<file path="config.mk">
export PLATFORM = sky130hd
export DESIGN_NAME = switch_config_sequencer
export DESIGN_NICKNAME = d
export VERILOG_FILES = /design/src/rtl/switch_cfg_pkg.sv /design/src/rtl/switch_debouncer.sv /design/src/rtl/switch_config_sequencer.sv
export SDC_FILE = /design/constraint.sdc
export NUM_CORES = 1
export LEC_CHECK = 0
export BUFFER_PORTS_ARGS = -buffer_cell sky130_fd_sc_hd__buf_2
export CORE_MARGIN = 2
export CORE_UTILIZATION = 50
export DETAILED_ROUTE_END_ITERATION = 7
export MAX_ROUTING_LAYER = met4
export PLACE_DENSITY = 0.68
export SLEW_MARGIN = 20
export SYNTH_ARGS = -nofsm -noshare
export SYNTH_HDL_FRONTEND = slang
export SYNTH_HIERARCHICAL = 1
export SYNTH_SLANG_ARGS = --single-unit
</file>
<file path="constraint.sdc">
create_clock -name clk -period 4.49 [get_ports clk]
set_input_delay 0.898 -clock clk [delete_from_list [all_inputs] [get_ports clk]]
set_output_delay 0.898 -clock clk [all_outputs]
set_load 0.05 [all_outputs]
</file>
<file path="src/rtl/switch_cfg_pkg.sv">
// Shared field map, sequencer states and decoded configuration record for the
// switch configuration sequencer.
package switch_cfg_pkg;

  localparam int SW_W           = 16;
  localparam int RAW_BIT        = 0;
  localparam int MUTE_BIT       = 3;
  localparam int VOL_BIT        = 4;
  localparam int SONG_LSB       = 9;
  localparam int SONG_MSB       = 11;
  localparam int ADC_METHOD_BIT = 13;
  localparam int ADC_SEL_LSB    = 14;
  localparam int ADC_SEL_MSB    = 15;

  typedef enum logic [1:0] {
    IDLE  = 2'd0,
    STOP  = 2'd1,
    GAP   = 2'd2,
    START = 2'd3
  } seq_state_e;

  typedef struct packed {
    logic [1:0] adc_sel;
    logic       adc_method;
    logic [2:0] song;
    logic       volume;
    logic       mute;
    logic       raw;
  } cfg_t;

  function automatic cfg_t decode_cfg(input logic [SW_W-1:0] sw);
    cfg_t c;
    c.adc_sel    = sw[ADC_SEL_MSB:ADC_SEL_LSB];
    c.adc_method = sw[ADC_METHOD_BIT];
    c.song       = sw[SONG_MSB:SONG_LSB];
    c.volume     = sw[VOL_BIT];
    c.mute       = sw[MUTE_BIT];
    c.raw        = sw[RAW_BIT];
    return c;
  endfunction

endpackage

</file>
<file path="src/rtl/switch_debouncer.sv">
// Two-flop synchronizer followed by a whole-vector debouncer; emits the committed
// vector together with a one-cycle commit strobe.
module switch_debouncer #(
  parameter int WIDTH           = 16,
  parameter int DEBOUNCE_CYCLES = 1_000_000
) (
  input  logic             clk,
  input  logic             reset_n,
  input  logic [WIDTH-1:0] din,
  output logic [WIDTH-1:0] dout,
  output logic             commit
);

  localparam int CNT_W = (DEBOUNCE_CYCLES > 1) ? $clog2(DEBOUNCE_CYCLES) : 1;
  localparam logic [CNT_W-1:0] CNT_MAX = CNT_W'(DEBOUNCE_CYCLES - 1);
  localparam logic [CNT_W-1:0] CNT_PRE = CNT_W'(DEBOUNCE_CYCLES - 2);

  logic [WIDTH-1:0] meta_q, sync_q, cand_q, dout_q;
  logic [CNT_W-1:0] cnt_q, cnt_d;
  logic             commit_q, commit_d;

  // Commit exactly once, on the cycle the stable count reaches its saturation value.
  always_comb begin
    cnt_d    = cnt_q;
    commit_d = 1'b0;
    if (sync_q != cand_q) begin
      cnt_d = '0;
    end else if (cnt_q != CNT_MAX) begin
      cnt_d    = cnt_q + 1'b1;
      commit_d = (cnt_q == CNT_PRE);
    end
  end

  always_ff @(posedge clk or negedge reset_n) begin
    if (!reset_n) begin
      meta_q   <= '0;
      sync_q   <= '0;
      cand_q   <= '0;
      dout_q   <= '0;
      cnt_q    <= '0;
      commit_q <= 1'b0;
    end else begin
      meta_q   <= din;
      sync_q   <= meta_q;
      cand_q   <= sync_q;
      cnt_q    <= cnt_d;
      commit_q <= commit_d;
      if (commit_d) dout_q <= cand_q;
    end
  end

  assign dout   = dout_q;
  assign commit = commit_q;

endmodule

</file>
<file path="src/rtl/switch_config_sequencer.sv">
// Debounced switch configuration plus stop/gap/start song sequencer.
// Define AUTO_START_EN to force one start sequence on the first commit after reset.
module switch_config_sequencer
  import switch_cfg_pkg::*;
#(
  parameter int DEBOUNCE_CYCLES = 1_000_000,
  parameter int GAP_CYCLES      = 100_000,
  parameter int ACK_TIMEOUT     = 1_000_000
) (
  input  logic        clk,
  input  logic        reset_n,
  input  logic [15:0] switches,
  input  logic        player_stop_ack,
  output logic        player_stop_req,
  output logic        player_start,
  output logic [2:0]  song_id,
  output logic        raw_data_display,
  output logic [1:0]  adc_select,
  output logic        adc_method,
  output logic        volume_control,
  output logic        buzzer_mute,
  output logic        adc_reconfig,
  output logic        stop_timeout
);

  localparam int CNT_TOP = (GAP_CYCLES > ACK_TIMEOUT) ? GAP_CYCLES : ACK_TIMEOUT;
  localparam int CNT_W   = $clog2(CNT_TOP + 1);
  localparam logic [CNT_W-1:0] ACK_LAST = CNT_W'(ACK_TIMEOUT - 1);
  localparam logic [CNT_W-1:0] GAP_LAST = CNT_W'(GAP_CYCLES - 1);

  logic [SW_W-1:0] sw_vec;
  logic            commit;
  cfg_t            cfg_w;
  logic            unused_sw;

  switch_debouncer #(
    .WIDTH          (SW_W),
    .DEBOUNCE_CYCLES(DEBOUNCE_CYCLES)
  ) u_debouncer (
    .clk    (clk),
    .reset_n(reset_n),
    .din    (switches),
    .dout   (sw_vec),
    .commit (commit)
  );

  assign cfg_w     = decode_cfg(sw_vec);
  assign unused_sw = ^{sw_vec[12], sw_vec[8:5], sw_vec[2:1]};

  logic       raw_q, raw_d, vol_q, vol_d, mute_sw_q, mute_sw_d;
  logic [1:0] adc_sel_q, adc_sel_d;
  logic       adc_method_q, adc_method_d, reconfig_q, reconfig_d;

  always_comb begin
    raw_d        = raw_q;
    vol_d        = vol_q;
    mute_sw_d    = mute_sw_q;
    adc_sel_d    = adc_sel_q;
    adc_method_d = adc_method_q;
    reconfig_d   = 1'b0;
    if (commit) begin
      raw_d        = cfg_w.raw;
      vol_d        = cfg_w.volume;
      mute_sw_d    = cfg_w.mute;
      adc_sel_d    = cfg_w.adc_sel;
      adc_method_d = cfg_w.adc_method;
      reconfig_d   = {cfg_w.adc_sel, cfg_w.adc_method} != {adc_sel_q, adc_method_q};
    end
  end

  logic auto_go;
`ifdef AUTO_START_EN
  logic auto_pend_q;
  always_ff @(posedge clk or negedge reset_n) begin
    if (!reset_n)    auto_pend_q <= 1'b1;
    else if (commit) auto_pend_q <= 1'b0;
  end
  assign auto_go = auto_pend_q & commit;
`else
  assign auto_go = 1'b0;
`endif

  seq_state_e       state_q, state_d;
  logic [CNT_W-1:0] cnt_q, cnt_d;
  logic [2:0]       active_q, active_d, song_id_q, song_id_d;
  logic             timeout_q, timeout_d, mute_q, mute_d;

  always_comb begin
    state_d         = state_q;
    cnt_d           = cnt_q;
    active_d        = active_q;
    song_id_d       = song_id_q;
    timeout_d       = timeout_q;
    player_stop_req = 1'b0;
    player_start    = 1'b0;
    song_id         = song_id_q;
    case (state_q)
      IDLE: begin
        cnt_d = '0;
        if ((cfg_w.song != active_q) || auto_go) state_d = STOP;
      end
      STOP: begin
        player_stop_req = 1'b1;
        if (player_stop_ack) begin
          state_d = GAP;
          cnt_d   = '0;
        end else if (cnt_q == ACK_LAST) begin
          state_d   = GAP;
          cnt_d     = '0;
          timeout_d = 1'b1;
        end else begin
          cnt_d = cnt_q + 1'b1;
        end
      end
      GAP: begin
        if (cnt_q == GAP_LAST) begin
          state_d = START;
          cnt_d   = '0;
        end else begin
          cnt_d = cnt_q + 1'b1;
        end
      end
      START: begin
        // The song is sampled here so changes made during STOP/GAP are honoured.
        player_start = 1'b1;
        song_id      = cfg_w.song;
        song_id_d    = cfg_w.song;
        active_d     = cfg_w.song;
        state_d      = IDLE;
      end
      default: state_d = IDLE;
    endcase
    mute_d = mute_sw_d | (state_d != IDLE);
  end

  always_ff @(posedge clk or negedge reset_n) begin
    if (!reset_n) begin
      state_q      <= IDLE;
      cnt_q        <= '0;
      active_q     <= '0;
      song_id_q    <= '0;
      timeout_q    <= 1'b0;
      mute_q       <= 1'b0;
      raw_q        <= 1'b0;
      vol_q        <= 1'b0;
      mute_sw_q    <= 1'b0;
      adc_sel_q    <= '0;
      adc_method_q <= 1'b0;
      reconfig_q   <= 1'b0;
    end else begin
      state_q      <= state_d;
      cnt_q        <= cnt_d;
      active_q     <= active_d;
      song_id_q    <= song_id_d;
      timeout_q    <= timeout_d;
      mute_q       <= mute_d;
      raw_q        <= raw_d;
      vol_q        <= vol_d;
      mute_sw_q    <= mute_sw_d;
      adc_sel_q    <= adc_sel_d;
      adc_method_q <= adc_method_d;
      reconfig_q   <= reconfig_d;
    end
  end

  assign raw_data_display = raw_q;
  assign adc_select       = adc_sel_q;
  assign adc_method       = adc_method_q;
  assign volume_control   = vol_q;
  assign buzzer_mute      = mute_q;
  assign adc_reconfig     = reconfig_q;
  assign stop_timeout     = timeout_q;

endmodule

</file>
-- Word level (Yosys, flattened, before mapping)
Cells that the tools add are included.
- add/sub/neg operators: 2
- eq/ne operators: 10
- multiplexer cells: 18
- bitwise gates (word level): 2
- reductions and logical operators: 5
- operators with widths (operator ; number):
    $mux 20 ; 5
    $pmux 20 s3 ; 1
    $add 20x1->20 const B ; 2
    $eq 20x20->1 const B ; 2
    $eq 20x17->1 const B ; 1
    $ne 20x20->1 const B ; 1
    $ne 16x16->1 ; 1
    $mux 2 ; 4
    $pmux 2 s4 ; 1
    $mux 1 ; 6
    $ne 3x3->1 ; 2
    $eq 2x2->1 const B ; 2
    $reduce_bool 2->1 ; 2
    $mux 3 ; 1
    $reduce_and 3->1 ; 1
    $reduce_bool 3->1 ; 1
    $eq 2x1->1 const B ; 1
    $logic_not 2->1 ; 1
    $not 1->1 ; 1
    $or 1x1->1 ; 1
- register bits: 122
- input bits: 19
- output and inout port bits: 13
- word-level logic and storage cells: 55

-- Longest topological paths before layout
Gate-level depths: netlist of the first run.
- word-level depth: 6
- mapped depth: 9
- depth with buffers taken out: 7

-- Hierarchy
Netlist of the first run, hierarchy kept.
- modules (own cells, without submodules) (module ; instances ; cells each ; area an instance (µm²) ; sequential area each (µm²)):
    switch_debouncer ; 1 ; 211 ; 3074.2 ; 2127.0
    switch_config_sequencer ; 1 ; 197 ; 1958.1 ; 925.9

-- Least setup slack after synthesis of the first run
OpenSTA, ideal clock, no wires.
- path kind: register to output
- start: register state_q[0]
- end: output song_id[0]
- arrival: 2097 ps
- data required time: 3592 ps
- setup slack: 1495 ps
- cell stages (with the launch flop): 3
- path buffers: 0
- cell sequence: dfrtp_1 > ha_1 > o21ai_0
- word-level cells in the longest chain between the ends: 2
- ends and longest elaborated chain (what ; RTL line ; RTL):
    from (decl) ; switch_config_sequencer.sv:83 ; seq_state_e state_q, state_d;
    from (signal assigned) ; switch_config_sequencer.sv:151 ; state_q <= state_d;
    $eq 2x2->1 ; switch_config_sequencer.sv:97 ; case (state_q)
    $mux 3 ; n/a ;
    to (decl) ; switch_config_sequencer.sv:16 ; output logic [2:0] song_id,
No other way between the ends.

-- Final worst setup path of the first run
- start: register state_q[0]
- end: output song_id[1]
Same word-level chain as after synthesis.

==> flow_metrics.tcl, run 1 <==
set metrics [dict create \
    end_kind "output port" \
    clk_pin_slew_worst_paths_ns 0.07 \
    ios 32 \
    syn_inst 394 \
    die-height_um 101.6 \
    clock-sinks 115 \
    worst_pin_slew_ns 0.8408 \
    area_delta_synth_final_pct 16.94 \
    die_area_um2 10320 \
    dp_hpwl_um 5392 \
    max_freq_ghz 0.3571 \
    cts_resized 0 \
    slew_violations 0 \
    finalCriticalPeriod_ns 2.800 \
    ff2ff_setup_slack_ns 1.70 \
    critPathLaunchType "flip-flop" \
    critPathKind "flip-flop to output port" \
    fin_ws_ns 1.690 \
    setup_tns_ns 0 \
    core_um2 9240 \
    grt_max_degree 59 \
    drt-initial-drc-count 148 \
    htree_levels 4 \
    drc 0 \
    fin_crit_sh 0.6237 \
    hold_path_class "flip-flop to flip-flop" \
    n_antenna_cell 0 \
    grtUsageTotal 0.1862 \
    crit_end "song_id[1]" \
    setup_violations 0 \
    slew_headroom 0.4394 \
    via_count 3036 \
    final_hold_viol_count 0 \
    io_buffers 31 \
    cp_cell_sequence "ha_1 -> o21ai_0 -> buf_2" \
    clk_latency_ns 0.50 \
    viasPerCell 5.271 \
    initial_core_util 0.5155 \
    status "finished, final reports clean" \
    cpPeakStageDelay_ns 0.44 \
    r2r_cells 6 \
    required_ns 3.59 \
    fp-row-count 35 \
    powerDensity_nw_per_um2 421.4 \
    cp_max_fo 10 \
    rsz0062_at_grt "no" \
    worstPathArrival_ns 1.90 \
    hold_buffers 0 \
    critPathSlowestCell "dfrtp_1" \
    cellLeakagePower_nw 2.511 \
    routed_wl_um 8430 \
    cap_violations 0 \
    cts.path.max_buffers 2 \
    dp_slack_ns 1.711 \
    grt_pass1_wl_um 14430 \
    cts_tree "done" \
    ant_nets 0 \
    die_w_um 101.6 \
    worstReg2RegStart "u_debouncer/sync_q[3]$_DFF_PN0_" \
    grt_pass1_vias 2970 \
    root_buffer "clkbuf_8" \
    finalPower_mw 2.347 \
    rr_endpoint "u_debouncer/dout[4]$_DFFE_PN0P_" \
    final_layout_size_suffix_gt1_frac 0.1991 \
    vdd_drop_max_mv 0.3147 \
    routabilityCongestion 0.7834 \
    ys_warn_count 6 \
    wl_per_cell_um 14.64 \
    post_cts_buffers 0 \
    startpoint "state_q[0]$_DFF_PN0_" \
    nNetsFinal 461 \
    synth_nets 421 \
    syn_avg_cell_area_um2 12.09 \
    syn_area_um2 4763 \
    dr.pass1.iters 4 \
    cts_made_buffers 17 \
    overflow 0 \
    finClkSkew_ns 0.01075 \
    antenna_found_initial 0 \
]
[flip-flops by register name (all words and copies together) (netlist names), 2 cells and up]
register / flops
active_q: 3
adc_select: 2
cnt_q: 20
song_id_q: 3
state_q: 2
u_debouncer/cand_q: 16
u_debouncer/cnt_q: 20
u_debouncer/dout: 9
u_debouncer/meta_q: 16
u_debouncer/sync_q: 16
[metrics by stage]
step           hold WS [ns]    util  instances  cell area, µm²
4_1_cts              0.3492  0.6028        576            5570
3_5_place_dp         0.3347  0.5434        544            5021
3_3_place_gp         0.3323  0.5434        544            5021
5_1_grt              0.3546  0.6028        576            5570
2_1_floorplan        0.3312       -        394            4763
6_report             0.3471  0.6028        576            5570
[worst min path at each step]
stage / from / to / slack (ns) / cells past startpoint
finish: u_debouncer/meta_q[12]$_DFF_PN0_ / u_debouncer/sync_q[12]$_DFF_PN0_ / 0.35 / 0
global route: u_debouncer/meta_q[11]$_DFF_PN0_ / u_debouncer/sync_q[11]$_DFF_PN0_ / 0.35 / 0
CTS: u_debouncer/meta_q[14]$_DFF_PN0_ / u_debouncer/sync_q[14]$_DFF_PN0_ / 0.35 / 0
detailed placement: u_debouncer/meta_q[14]$_DFF_PN0_ / u_debouncer/sync_q[14]$_DFF_PN0_ / 0.33 / 0
global placement: u_debouncer/meta_q[2]$_DFF_PN0_ / u_debouncer/sync_q[2]$_DFF_PN0_ / 0.33 / 0
floorplan: u_debouncer/meta_q[0]$_DFF_PN0_ / u_debouncer/sync_q[0]$_DFF_PN0_ / 0.33 / 0
[critical path, delay by kind of cell, from the launching register on]
kind | cells | cell delay (ns)
DFF | 1 | 0.44
adders and majority gates | 1 | 0.33
AOI/OAI and AO/OA | 1 | 0.30
buffers and inverters | 1 | 0.33
[cells in the final DEF, fill, tap and decap left out, types with 8 or more instances in the layout]
master       n
a21oi_1     11
a31oi_1     16
buf_2       30
clkbuf_16   16
dfrtp_1    115
ha_1         8
inv_1       16
mux2_2      10
nand2_1     26
nand3_1     22
nor2_1      28
o21ai_0      9
xnor2_1     13
xor2_1      25
[power by group]
| part | switching (mW) | internal [mW] | leakage (nW) | total (mW) |
|---|---|---|---|---|
| clock network | 0.530 | 0.706 | 0.274 | 1.24 |
| logic | 0.0270 | 0.0135 | 0.741 | 0.0405 |
| registers | 0.0118 | 1.06 | 1.50 | 1.07 |
| total | 0.569 | 1.78 | 2.51 | 2.35 |
[cell type report]
class	count	area, µm²
clock buffers	17	414.1
clock inverters	15	135.1
fillers	721	3670
inverters	16	60.06
multi-input cells	249	1734
flip-flops and latches	115	2878
well taps	129	161.4
repair buffers	35	187.7
[layer usage]
layer  global-route usage  part of all wire  vias to the layer above
li1                     -                 -                     1476
met1               0.2459              0.46                     1502
met2               0.2839              0.50                       54
met3              0.05314             0.036                        4
met4              0.05094            0.0051                        0
met5                    -                 0                        -
(Power assumes the default switching activity.)
==> inputs of run 2 (changes only) <==
==> constraint.sdc (replaced) <==
create_clock -name clk -period 2.83 [get_ports clk]
set_input_delay 0.566 -clock clk [delete_from_list [all_inputs] [get_ports clk]]
set_output_delay 0.566 -clock clk [all_outputs]
set_load 0.05 [all_outputs]
==> flow_metrics.tcl, run 2 (synthesis gave the netlist of run 1 again) <==
set metrics [dict create \
    status "finished, final reports clean" \
    required_ns 2.26 \
    io_buffers 31 \
    drt-initial-drc-count 192 \
    powerDensity_nw_per_um2 673.7 \
    die_w_um 101.6 \
    cp.depth 3 \
    cts_tree "done" \
    end_kind "output port" \
    worst_pin_slew_ns 0.8713 \
    slew_headroom 0.4138 \
    antenna_found_initial 0 \
    crit_end "song_id[0]" \
    grt_pass1_wl_um 14970 \
    overflow 0 \
    slew_violations 0 \
    setup_tns_ns 0 \
    finalCriticalPeriod_ns 2.525 \
    dp.cells 548 \
    wl_per_cell_um 14.57 \
    stdcell_area_um2 5622 \
    drc 0 \
    max_freq_ghz 0.3960 \
    layout_common_cells "dfrtp_1 (115), buf_2 (30), nor2_1 (28)" \
    cts_resized 0 \
    final_common_cell "dfrtp_1" \
    htree_levels 4 \
    core_um2 9240 \
    dp_hpwl_um 5662 \
    worstReg2RegStart "u_debouncer/cnt_q[12]$_DFFE_PN0P_" \
    final_layout_size_suffix_gt1_frac 0.2040 \
    finalPower_mw 3.787 \
    cp_cell_sequence "ha_1 -> o21ai_0 -> buf_2" \
    setup_violations 0 \
    cap_violations 0 \
    n_antenna_cell 0 \
    critPathLaunchType "flip-flop" \
    startpoint "state_q[1]$_DFF_PN0_" \
    post_cts_buffers 0 \
    place_area_um2 5051 \
    critPathKind "flip-flop to output port" \
    hold_buffers 0 \
    via_count 3073 \
    cpPeakStageDelay_ns 0.45 \
    top_regs "cnt_q: 20 flops, u_debouncer/cnt_q: 20 flops" \
    critPathSlowestCell "dfrtp_1" \
    ant_nets 0 \
    finClkSkew_ns 0.008593 \
    clk_latency_ns 0.51 \
    cp_max_fo 10 \
    area_delta_synth_final_pct 18.02 \
    die-height_um 101.6 \
    fin_crit_sh 0.8923 \
    vdd_drop_max_mv 0.5274 \
    viasPerCell 5.298 \
    rsz0062_at_grt "no" \
    final_cell_count_no_fill 580 \
    grt_max_degree 49 \
    cellLeakagePower_nw 2.535 \
    routed_wl_um 8448 \
    cts_made_buffers 17 \
    root_buffer "clkbuf_8" \
    grt_pass1_vias 3116 \
    hold_path_class "input port to async pin" \
    routabilityCongestion 0.8552 \
    fp-row-count 35 \
    rr_endpoint "u_debouncer/dout[3]$_DFFE_PN0P_" \
    nNetsFinal 465 \
    cts.path.max_buffers 2 \
    initial_core_util 0.5155 \
    crit_family "flip-flops" \
    clk_pin_slew_worst_paths_ns 0.06 \
    r2r_cells 5 \
    crit_buf_inv 1 \
    dr.pass1.iters 5 \
    die_area_um2 10320 \
    ios 32 \
    worstPathArrival_ns 1.96 \
    clock-sinks 115 \
    ff2ff_setup_slack_ns 0.36 \
    final_hold_viol_count 0 \
    grtUsageTotal 0.1951 \
]
## run 2: cell type report
type,count,area [µm²]
timing repair buffer,39,217.7
fill,732,3618
sequential,115,2878
clock buffer,19,431.7
tap,129,161.4
clock inverter,13,138.9
multi-input combinational,249,1734
inverter,16,60.06
## run 2: worst min-delay path by stage
stage,from,end,slack (ns),depth (start not counted)
2_1_floorplan,reset_n,active_q[0]$_DFFE_PN0P_,0.27,0
3_3_place_gp,u_debouncer/meta_q[2]$_DFF_PN0_,u_debouncer/sync_q[2]$_DFF_PN0_,0.33,0
3_5_place_dp,u_debouncer/meta_q[7]$_DFF_PN0_,u_debouncer/sync_q[7]$_DFF_PN0_,0.33,0
4_1_cts,reset_n,u_debouncer/cnt_q[5]$_DFFE_PN0P_,0.07,1
5_1_grt,reset_n,u_debouncer/cand_q[14]$_DFF_PN0_,0.11,1
6_report,reset_n,active_q[2]$_DFFE_PN0P_,0.07,1
## run 2: power breakdown
part	internal [mW]	switching (mW)	leakage [nW]
Combinational	0.0233	0.0424	0.760
Sequential	1.68	0.0185	1.50
Clock	1.22	0.803	0.279
## run 2: per-layer routing
| metal | share of wire | track usage | up-vias |
|---|---|---|---|
| met3 | 0.040 | 0.05452 | 10 |
| met4 | 0.013 | 0.08420 | 0 |
| met2 | 0.48 | 0.2824 | 66 |
| li1 | - | - | 1478 |
| met1 | 0.47 | 0.2584 | 1519 |
| met5 | 0 | - | - |
## run 2: stage by stage
step,setup WS (ns),hold slack [ns],utilization
detailed placement,0.3633,0.3347,0.5466
CTS,0.2325,0.07094,0.6084
global placement,0.3858,0.3328,0.5466
global route,0.1692,0.1071,0.6084
floorplan,0.1669,0.2704,-
finish,0.3049,0.06843,0.6084
